--- src/rtl/rvsteel_button_controller.sv ---
// Turns raw, bouncy reset/halt push-buttons into clean soc_reset/soc_halt for rvsteel_soc.
// Each button is synchronized and debounced; reset is stretched by a hold-off sequencer.
module rvsteel_button_controller #(
    parameter int DEBOUNCE_CYCLES   = 120000,
    parameter int RESET_HOLD_CYCLES = 16,
    parameter int HALT_TOGGLE_MODE  = 0
) (
    input  logic clock,
    input  logic reset,
    input  logic reset_button,
    input  logic halt_button,
    output logic soc_reset,
    output logic soc_halt
);

    localparam int DW = $clog2(DEBOUNCE_CYCLES + 1);
    localparam int HW = $clog2(RESET_HOLD_CYCLES + 1);
    localparam logic [DW-1:0] DEB_LAST  = DW'(DEBOUNCE_CYCLES - 1);
    localparam logic [HW-1:0] HOLD_LAST = HW'(RESET_HOLD_CYCLES - 1);

    typedef enum logic [1:0] {
        ST_ASSERT,
        ST_HOLD,
        ST_RUN
    } state_t;

    logic          reset_s1, reset_s2, halt_s1, halt_s2;
    logic [DW-1:0] reset_cnt, halt_cnt;
    logic          reset_stable, halt_stable;
    logic          halt_prev, halt_latch;
    state_t        state, next_state;
    logic [HW-1:0] hold_cnt, next_hold_cnt;

    always_ff @(posedge clock) begin
        if (reset) begin
            reset_s1 <= 1'b0;
            reset_s2 <= 1'b0;
            halt_s1  <= 1'b0;
            halt_s2  <= 1'b0;
        end else begin
            reset_s1 <= reset_button;
            reset_s2 <= reset_s1;
            halt_s1  <= halt_button;
            halt_s2  <= halt_s1;
        end
    end

    // Reset button powers up as "pressed" so the SoC is held until the debouncer sees a release.
    always_ff @(posedge clock) begin
        if (reset) begin
            reset_stable <= 1'b1;
            reset_cnt    <= '0;
        end else if (reset_s2 == reset_stable) begin
            reset_cnt <= '0;
        end else if (reset_cnt == DEB_LAST) begin
            reset_stable <= reset_s2;
            reset_cnt    <= '0;
        end else begin
            reset_cnt <= reset_cnt + 1'b1;
        end
    end

    always_ff @(posedge clock) begin
        if (reset) begin
            halt_stable <= 1'b0;
            halt_cnt    <= '0;
        end else if (halt_s2 == halt_stable) begin
            halt_cnt <= '0;
        end else if (halt_cnt == DEB_LAST) begin
            halt_stable <= halt_s2;
            halt_cnt    <= '0;
        end else begin
            halt_cnt <= halt_cnt + 1'b1;
        end
    end

    always_ff @(posedge clock) begin
        if (reset) begin
            state    <= ST_ASSERT;
            hold_cnt <= '0;
        end else begin
            state    <= next_state;
            hold_cnt <= next_hold_cnt;
        end
    end

    always_comb begin
        next_state    = state;
        next_hold_cnt = hold_cnt;
        case (state)
            ST_ASSERT: begin
                if (!reset_stable) begin
                    next_state    = ST_HOLD;
                    next_hold_cnt = '0;
                end
            end
            ST_HOLD: begin
                if (reset_stable) begin
                    next_state    = ST_ASSERT;
                    next_hold_cnt = '0;
                end else if (hold_cnt == HOLD_LAST) begin
                    next_state = ST_RUN;
                end else begin
                    next_hold_cnt = hold_cnt + 1'b1;
                end
            end
            ST_RUN: begin
                if (reset_stable) next_state = ST_ASSERT;
            end
            default: next_state = ST_ASSERT;
        endcase
    end

    assign soc_reset = (state != ST_RUN);

    // Toggle presses landing while the SoC is in reset are dropped, not queued.
    always_ff @(posedge clock) begin
        if (reset) begin
            halt_prev  <= 1'b0;
            halt_latch <= 1'b0;
            soc_halt   <= 1'b0;
        end else begin
            halt_prev <= halt_stable;
            if (soc_reset)
                halt_latch <= 1'b0;
            else if (halt_stable && !halt_prev)
                halt_latch <= ~halt_latch;
            soc_halt <= (HALT_TOGGLE_MODE != 0) ? halt_latch : halt_stable;
        end
    end

endmodule

--- config.mk ---
export PLATFORM = sky130hd
export DESIGN_NAME = rvsteel_button_controller
export DESIGN_NICKNAME = d
export VERILOG_FILES = /design/src/rtl/rvsteel_button_controller.sv
export SDC_FILE = /design/constraint.sdc
export NUM_CORES = 1
export LEC_CHECK = 0
export BUFFER_PORTS_ARGS = -buffer_cell sky130_fd_sc_hd__buf_2
export CORE_MARGIN = 5
export CORE_UTILIZATION = 63
export CTS_BUF_LIST = sky130_fd_sc_hd__clkbuf_4 sky130_fd_sc_hd__clkbuf_8
export DETAILED_ROUTE_END_ITERATION = 6
export PLACE_DENSITY_LB_ADDON = 0.1
export SYNTH_ARGS = -nofsm -noshare
export SYNTH_HDL_FRONTEND = slang
export SYNTH_SLANG_ARGS = --single-unit
--- constraint.sdc ---
create_clock -name clock -period 2.15 [get_ports clock]
set_clock_uncertainty 0.1 [all_clocks]
set_input_delay 0.3225 -clock clock [delete_from_list [all_inputs] [get_ports clock]]
set_output_delay 0.3225 -clock clock [all_outputs]
set_load 0.02 [all_outputs]
==> reports/metrics.yaml, run 1 <==
area.growth.synth_to_final_pct: 8.25
leakage_nw: 0.701
wirelength_microns: 3750
dp_hpwl_microns: 2710
grt_pass1_wl_microns: 6290
final_antenna_net_count: 0
syn-cell-area_sq_um: 2090
worstSetupPathType: "reg -> reg"
avgViaCountPerCell: 5.59
cts_max_path_buffers: 2
drtPass1Iterations: 4
post-synth-top-count-cell: "dfxtp_1"
finalCritPeriodShare: 0.899
crit_path_top_delay_cell: "dfxtp_1"
hold_viol_final: 0
final_cell_area_sq_um: 2270
path_cells: "ha_1 -> and3_1 -> ha_1 -> a21o_1 -> a21oi_2 -> mux2i_1 -> nor2_1"
grt.total_usage: 0.183
hp-class: "in -> reg"
fmax_mhz: 518
layout-drive-gt1-share: 0.0913
drt_iter0_markers: 149
ctsRootBufferMaster: "clkbuf_4"
critPathBufInv: 0
synth_seq_area_share: 0.459
postCtsSetupBuffers: 0
worstSetupStartpointType: "flip-flop"
synth_flop_cell: "dfxtp_1"
antenna_cells: 0
fin_tns_setup_ps: 0
synth_cell_types: 36
run_status: "finished clean"
synth_top_area_share: 0.459
critPathArrivalTime_ps: 2100
reg2regPathDepth: 7
core_area_sq_um: 3280
endpoint_kind: "flip-flop"
die-area_sq_um: 4580
num_io_pins: 6
fill_cells: 270
avgRoutedWirePerCell_microns: 13.1
clkLatencyLatePin_ps: 380
critPathMostFrequentCell: "ha_1"
syn_inst: 231
synthTopCellsByCount: "dfxtp_1 (48), nor2_1 (44), xnor2_1 (25)"
clk_pin_slew_ps: 150
critPathRequiredTime_ps: 2320
htree_levels: 2
die_w_microns: 67.6
holdPathStages: 2
grt_max_degree: 18
power_mw: 1.60
die_height_microns: 67.6
hold_buffers: 0
cts_buffers: 5
portBuffers: 5
ir_worst_vdd_mv: 0.510
place_area_sq_um: 2160
max_slew.worst_pin.slew_ps: 522
path_depth: 7
maxSlewHeadroom: 0.652
max-cap-violations: 0
yosys_warnings: 0
vias: 1605
post-route-min-period_ps: 1930
synth.area.top_cells: "dfxtp_1 (46%), xnor2_1 (10%), nor2_1 (7.9%), xor2_1 (3.8%), nand4_1 (3.6%)"
tritoncts: "yes"
num_rows: 21
crit_fanout: 4
path_delay_family: "compound AO/OA/AOI/OAI gates"
overflow: 0
grt_pass1_vias: 1506
initial_core_util: 0.637
async_flop_share: 0
synth_edf_count: 0
postCtsResizedCells: 0
numClockSinks: 48
syn_nets: 239
synth.ff_latch_count: 48
cpPeakStageDelay_ps: 370
finalMaxSlewViolations: 0
syn_avg_cell_area_sq_um: 9.06
drc_errors: 0
antenna_found_initial: 0
powerDensity_nw_per_um2: 705
final_nets: 248
finalSetupViolCount: 0
gp_congestion: 0.853
grt_setup_unrepaired: "no"
synth_top_area_cell: "dfxtp_1"
==> cells by family after synthesis <==
group	share of synthesized area
and+or+nand+nor	0.280
buffers and inverters	0.0347
DFF	0.459
AOI/OAI and AO/OA	0.0454
xor gates and xnor gates	0.142
muxes	0.0143
adders and majority gates	0.0239
==> cell usage in the layout (no fill, tap or decap), types with 2 or more instances in the layout <==
cell type / n
buf_4: 2
nand3_1: 10
ha_1: 4
or3_1: 6
and4_1: 2
inv_1: 10
nand4_1: 12
o21ai_0: 2
nor2_1: 44
xor2_1: 9
buf_2: 5
a21oi_1: 2
nor4_1: 8
clkbuf_4: 5
or2_2: 3
nor3_1: 5
a211oi_1: 3
mux2i_1: 3
dfxtp_1: 48
nand2_1: 10
xnor2_1: 25
nor2b_1: 5
bufinv_16: 2
==> power breakdown <==
part | switching (mW) | leakage (nW) | internal (mW)
clock network | 0.293 | 0.0558 | 0.366
logic | 0.0201 | 0.257 | 0.0121
registers | 0.00750 | 0.388 | 0.898
total | 0.320 | 0.701 | 1.28
==> sequential cells by signal, summed over array words and instances (netlist names), 2 cells and up <==
| signal | cells |
|---|---|
| halt_cnt | 17 |
| reset_cnt | 17 |
| state | 2 |
| hold_cnt | 5 |
==> worst paths after layout <==
path | startpoint | to | slack [ps]
min reg2reg | reset_s1 | reset_s2 | 360
max | hold_cnt[0] | hold_cnt[1] | 220
min | halt_button | halt_s1 | 50
max reg2reg | hold_cnt[0] | hold_cnt[1] | 220
==> stage by stage <==
stage                      util  hold WS, ps  setup slack, ps  instances
after floorplan               -          314              298        231
after global placement    0.656          322              255        279
after detailed placement  0.656          333              107        279
after CTS                 0.689         41.8             86.2        287
after global routing      0.690         44.9             73.2        287
final                     0.690         50.6              218        287
==> cell type report <==
type	instances	area (sq um)	share of cell area
inverter	10	37.5	0.0166
clock inverter	3	68.8	0.0304
timing repair buffer	7	40.0	0.0177
clock buffer	5	37.5	0.0166
sequential	48	961	0.424
multi-input combinational	168	1060	0.469
tap	46	57.6	0.0254
==> metal layers <==
metal	track usage	routed length, microns	up-vias
met1	0.195	1620	756
met4	0.119	99	0
met3	0.0416	120	10
li1	-	-	808
met2	0.318	1910	31
met5	0	0	-
Power figures use the tool's default switching activity.
==> run 2: changes to the inputs <==
--- a/config.mk
+++ b/config.mk
@@ -5,9 +5,11 @@
 export SDC_FILE = /design/constraint.sdc
 export NUM_CORES = 1
 export LEC_CHECK = 0
+export ABC_AREA = 1
 export BUFFER_PORTS_ARGS = -buffer_cell sky130_fd_sc_hd__buf_2
+export CAP_MARGIN = 15
 export CORE_MARGIN = 5
-export CORE_UTILIZATION = 63
+export CORE_UTILIZATION = 64
 export CTS_BUF_LIST = sky130_fd_sc_hd__clkbuf_4 sky130_fd_sc_hd__clkbuf_8
 export DETAILED_ROUTE_END_ITERATION = 6
 export PLACE_DENSITY_LB_ADDON = 0.1
==> run 2 against run 1 <==
Net effect: routed wire length increased by 7.6%; sequential share of layout area down 3.2 points; count of clock-buffer cells in the layout rose by 2; fmax grew 19%; synthesized area grew 9.8%; flip-flop and latch count unchanged; global-route usage increased by 0.40 points; largest cell class unchanged.
==> reports/metrics.yaml, run 2 <==
synth_seq_area_share: 0.418  # -0.0410
synth-adder-area-share: 0.0218  # -0.00213
cts_max_path_buffers: 2  # unchanged
finalCritPeriodShare: 0.758  # -0.141
timing.rr.end: "reset_cnt[0]"
worstSetupStartpointType: "flip-flop"
synth.ff_latch_count: 48  # unchanged
num_rows: 21  # unchanged
fin_tns_setup_ps: 0  # unchanged
endpoint_kind: "flip-flop"
min_from: "halt_button"
grt_max_degree: 18  # unchanged
place_inst: 381  # +37%
startpoint: "reset_cnt[0]"
power_mw: 1.52  # -4.8%
yosys-mux-area-fraction: 0  # -0.0143
clkLatencyLatePin_ps: 370  # about the same
leakage_nw: 0.809  # +15%
wirelength_microns: 4040  # +7.6%
setup_ws_ps: 521  # +303 ps
post-synth-top-count-cell: "nand2_1"
hold_end: "halt_s1"
finalSetupViolCount: 0  # unchanged
postCtsSetupBuffers: 0  # unchanged
die-area_sq_um: 4890  # +6.9%
yosys_warnings: 0  # unchanged
grt_pass1_wl_microns: 7540  # +20%
critPathArrivalTime_ps: 1790  # -310 ps
dp_slack_ps: 547  # +440 ps
gp_congestion: 0.813  # -4.8%
hold_buffers: 0  # unchanged
final_antenna_net_count: 0  # unchanged
grt_pass1_vias: 1784  # +18%
synth.area.top_cells: "dfxtp_1 (42%), nand2_1 (12%), nor2_1 (11%), inv_1 (6.5%), nand3_1 (5.7%)"
drt_iter0_markers: 162  # +8.7%
holdPathStages: 3  # +1
crit_fanout: 17  # +13
grt.total_usage: 0.187  # +0.00401
postCtsResizedCells: 0  # unchanged
clk_pin_slew_ps: 130  # -20 ps
synth_cell_types: 23  # -36%
maxSlewHeadroom: 0.754  # +0.102
die_height_microns: 69.9  # +3.4%
place_area_sq_um: 2360  # +9.4%
synth_top_area_cell: "dfxtp_1"
run_status: "finished clean"
syn_avg_cell_area_sq_um: 6.92  # -24%
synth_top_family_by_area: "simple AND/OR/NAND/NOR gates"
core_area_sq_um: 3420  # +4.0%
final_nets: 350  # +41%
cts_buffers: 5  # unchanged
r2r_setup_slack_ps: 520  # +300 ps
portBuffers: 5  # unchanged
final_cells: 389  # +36%
synth_edf_count: 0  # unchanged
utilization: 0.718  # +0.0284
async_flop_share: 0  # unchanged
final_cell_mix: "nand2_1 (74), nor2_1 (67), dfxtp_1 (48)"
die_w_microns: 69.9  # +3.4%
max_slew.worst_pin.slew_ps: 367  # -155 ps
ir_worst_vdd_mv: 0.337  # -34%
fmax_mhz: 614  # +19%
powerDensity_nw_per_um2: 620  # -12%
grt_setup_unrepaired: "no"
initial_core_util: 0.673  # +0.0356
finalMaxSlewViolations: 0  # unchanged
hp-class: "in -> reg"
drtPass1Iterations: 4  # unchanged
synthTopCellsByCount: "nand2_1 (74), nor2_1 (67), dfxtp_1 (48)"
hold_slack_ps: 42.5  # -8.14 ps
htree_levels: 2  # unchanged
critPathRequiredTime_ps: 2310  # about the same
area.growth.synth_to_final_pct: 6.75
vias: 1993  # +24%
syn-cell-area_sq_um: 2300  # +9.8%
avgRoutedWirePerCell_microns: 10.4  # -21%
max-cap-violations: 0  # unchanged
synth_flop_cell: "dfxtp_1"
top_regs: "halt_cnt x17, reset_cnt x17, hold_cnt x5"
synth_xor_area_frac: 0.0419  # -0.100
layout-drive-gt1-share: 0.0904  # -0.000907
synth_top_area_share: 0.418  # -0.0410
avgViaCountPerCell: 5.12  # -8.4%
synthSimpleGateAreaFrac: 0.359  # +0.0784
syn_inst: 332  # +44%
reg2regPathDepth: 6  # -1
post-route-min-period_ps: 1630  # -303 ps
dp_hpwl_microns: 3020  # +11%
ctsRootBufferMaster: "clkbuf_4"
layout_commonest_cell: "nand2_1"
overflow: 0  # unchanged
synth_compound_area_frac: 0.0811  # +0.0357
num_io_pins: 6  # unchanged
worstSetupPathType: "reg -> reg"
tritoncts: "yes"
antenna_cells: 0  # unchanged
drc_errors: 0  # unchanged
hold_viol_final: 0  # unchanged
syn_nets: 340  # +42%
r2r-start: "reset_cnt[0]"
numClockSinks: 48  # unchanged
antenna_found_initial: 0  # unchanged
final_cell_area_sq_um: 2450  # +8.3%
## run 2: area by class of cell
type	count	area, sq um
inverter	42	158
timing repair buffer	5	25.0
fill	301	962
clock buffer	7	65.1
clock inverter	1	30.0
sequential	48	961
tap	46	57.6
multi-input combinational	240	1160
## run 2: report_power, final
part / total [mW] / internal (mW) / switching, mW
sequential: 0.903 / 0.898 / 0.00475
combinational: 0.0324 / 0.0101 / 0.0223
clock: 0.585 / 0.309 / 0.277
total: 1.52 / 1.22 / 0.304
## run 2: cells by family after synthesis
kind of cell    after synthesis
simple gates                192
flops                        48
buf+inv                      44
compound gates               33
xor+xnor                     11
fa+ha+maj                     4
## run 2: how the worst max path moves through the flow
| stage | to | slack (ps) |
|---|---|---|
| floorplan | hold_cnt[0] | 690 |
| global placement | halt_cnt[12] | 550 |
| detailed placement | hold_cnt[2] | 550 |
| CTS | halt_cnt[14] | 530 |
| global route | halt_cnt[14] | 370 |
| finish | reset_cnt[0] | 520 |
## run 2: critical path: stages, from the launching register on
cell,delay (ps)
dfxtp_1,390
ha_1,200
nand3_1,150
inv_1,160
nand3_1,130
nand2_2,310
nor2_1,90
## run 2: layer usage
layer | GRT usage | share of wire | wire length (microns) | vias to the layer above
li1 | - | - | - | 1076
met5 | 0 | 0 | 0 | -
met1 | 0.248 | 0.49 | 1990 | 874
met2 | 0.279 | 0.43 | 1760 | 35
met4 | 0.0723 | 0.017 | 67 | 0
met3 | 0.0617 | 0.057 | 229 | 8
==> run 3: changes to the inputs <==
--- a/config.mk
+++ b/config.mk
@@ -5,11 +5,11 @@
 export SDC_FILE = /design/constraint.sdc
 export NUM_CORES = 1
 export LEC_CHECK = 0
-export ABC_AREA = 1
+export ABC_AREA = 0
 export BUFFER_PORTS_ARGS = -buffer_cell sky130_fd_sc_hd__buf_2
 export CAP_MARGIN = 15
 export CORE_MARGIN = 5
-export CORE_UTILIZATION = 64
+export CORE_UTILIZATION = 63
 export CTS_BUF_LIST = sky130_fd_sc_hd__clkbuf_4 sky130_fd_sc_hd__clkbuf_8
 export DETAILED_ROUTE_END_ITERATION = 6
 export PLACE_DENSITY_LB_ADDON = 0.1
==> constraint.sdc (replaced) <==
create_clock -name clock -period 1.5 [get_ports clock]
set_clock_uncertainty 0.1 [all_clocks]
set_input_delay 0.225 -clock clock [delete_from_list [all_inputs] [get_ports clock]]
set_output_delay 0.225 -clock clock [all_outputs]
set_load 0.02 [all_outputs]
==> run 3 against run 2 <==
Net effect: the flow now finishes with violations (setup timing); count of clock-buffer cells in the layout shrank 1; sequential power up 44%; setup slack got worse by 760 ps; core utilization rose by 19 points; cell count shrank 13%; worst hold slack gained 19 ps; clock power is 34% higher; critical path type unchanged; highest routed layer unchanged.
==> reports/metrics.yaml, run 3 (same netlist as run 1, synthesis figures left out) <==
cpPeakStageDelay_ps: 380  # about the same
violations: "setup timing"
critPathArrivalTime_ps: 1950  # +160 ps
drt_iter0_markers: 207  # +28%
grt_pass1_vias: 1898  # +6.4%
crit_fanout: 5  # -12
ir_worst_vdd_mv: 0.688  # +100%
path_delay_family: "simple AND/OR/NAND/NOR gates"
critPathRequiredTime_ps: 1710  # -600 ps
die-area_sq_um: 4580  # -6.4%
final_nets: 300  # -14%
grt_max_degree: 18  # unchanged
finalMaxSlewViolations: 0  # unchanged
fill_cells: 118  # -61%
layout_commonest_cell: "buf_4"
die_w_microns: 67.6  # -3.3%
area.growth.synth_to_final_pct: 42.2
tritoncts: "yes"
finalSetupViolCount: 42  # +42
r2r_setup_slack_ps: -240  # -760 ps
finalCritPeriodShare: 1.16  # +0.402
hold_viol_final: 0  # unchanged
clkLatencyLatePin_ps: 370  # about the same
powerDensity_nw_per_um2: 734  # +18%
place_inst: 324  # -15%
final_antenna_net_count: 0  # unchanged
setup_ws_ps: -239  # -760 ps
drc_errors: 0  # unchanged
p_comb_frac: 0.046  # +0.025
initial_core_util: 0.637  # -0.0356
die_height_microns: 67.6  # -3.3%
wirelength_microns: 6210  # +54%
avgViaCountPerCell: 5.91  # +15%
antenna_cells: 0  # unchanged
clk_pin_slew_ps: 140  # about the same
num_rows: 21  # unchanged
final_cells: 339  # -13%
worstSetupPathType: "reg -> reg"
maxSlewHeadroom: 0.753  # -0.00156
portBuffers: 5  # unchanged
fmax_mhz: 575  # -6.3%
gp_congestion: 0.973  # +20%
clock_power_share: 0.359  # -0.026
grt_pass1_wl_microns: 8470  # +12%
vias: 2002  # +0.45%
grt.total_usage: 0.248  # +0.0613
crit_path_top_delay_cell: "or3_4"
numClockSinks: 48  # unchanged
ctsRootBufferMaster: "clkbuf_4"
run_status: "finished with violations"
avgRoutedWirePerCell_microns: 18.3  # +76%
dp_slack_ps: -268  # -815 ps
leakage_nw: 0.997  # +23%
post-route-min-period_ps: 1740  # +110 ps
p_seq_frac: 0.594  # about the same
max-cap-violations: 0  # unchanged
top_regs: "halt_cnt x17, reset_cnt x17, hold_cnt x5"
max_slew.worst_pin.slew_ps: 361  # -5.70 ps
path_cells: "ha_4 -> and4_1 -> and4_4 -> or3_4 -> buf_8 -> a21oi_2"
num_io_pins: 6  # unchanged
drtPass1Iterations: 4  # unchanged
cts_buffers: 5  # unchanged
antenna_found_initial: 0  # unchanged
power_switching_uw: 481  # +58%
layout-drive-gt1-share: 0.410  # +0.319
final_cell_mix: "buf_4 (47), dfxtp_1 (36), nor2_1 (29)"
hp-class: "in -> reg"
cts_max_path_buffers: 2  # unchanged
overflow: 0  # unchanged
switching_share: 0.220  # +0.0201
internal_power_mw: 1.71  # +40%
htree_levels: 2  # unchanged
dp_hpwl_microns: 3200  # +5.9%
critPathBufInv: 1  # unchanged
grt_setup_unrepaired: "yes"
core_area_sq_um: 3280  # -3.8%
worstSetupStartpointType: "flip-flop"
endpoint_kind: "flip-flop"
==> run 3: power groups by stage <==
stage	Sequential, mW	Combinational (mW)	Clock, mW
after floorplan	1.32	0.0417	0
after global placement	1.32	0.0708	0
after detailed placement	1.32	0.0733	0
after CTS	1.30	0.0837	0.783
after global routing	1.30	0.110	0.848
final	1.30	0.102	0.786
==> run 3: per-stage QoR <==
step | hold WS, ps | setup TNS [ps] | power (mW) | util | area (sq um)
after floorplan | 253 | -4680 | 1.37 | - | 2180
after global placement | 316 | -3930 | 1.39 | 0.787 | 2580
after detailed placement | 328 | -5310 | 1.40 | 0.787 | 2580
after CTS | 30.1 | -5820 | 2.16 | 0.848 | 2780
after global routing | 52.4 | -9260 | 2.26 | 0.906 | 2980
final | 61.2 | -7370 | 2.19 | 0.906 | 2980
==> run 3: area by class of cell <==
cell class | count | area, sq um | area share
multi-input cells | 168 | 1330 | 0.448
flip-flops and latches | 48 | 978 | 0.329
repair buffers | 59 | 489 | 0.164
well taps | 46 | 57.6 | 0.0193
clock buffers | 6 | 45.0 | 0.0151
inverters | 10 | 37.5 | 0.0126
clock inverters | 2 | 35.0 | 0.0118
==> run 3: worst paths after layout <==
path	startpoint	to	depth (start not counted)
worst max-delay path	halt_cnt[1]	halt_cnt[16]	6
worst min-delay path	reset	halt_s2	2
worst max register to register	halt_cnt[1]	halt_cnt[16]	6
worst min register to register	halt_s1	halt_s2	1
==> run 3: what timing repair did <==
action / CTS / global route
pin swaps: 9 / 6
endpoints found under the hold margin: 2 / 0
hold buffers: 2 / 0
endpoints found under the setup margin: 41 / 43
resized for setup: 15 / 41
buffers inserted: 2 / 1
cloned: 1 / 1
==> run 3: routing by layer <==
layer / routed length [microns] / share of wire / GRT usage / vias to the layer above
met5: 0 / 0 / 0 / -
met4: 316 / 0.051 / 0.101 / 0
met3: 334 / 0.054 / 0.0582 / 39
met2: 3150 / 0.51 / 0.448 / 92
met1: 2400 / 0.39 / 0.275 / 960
li1: - / - / - / 911
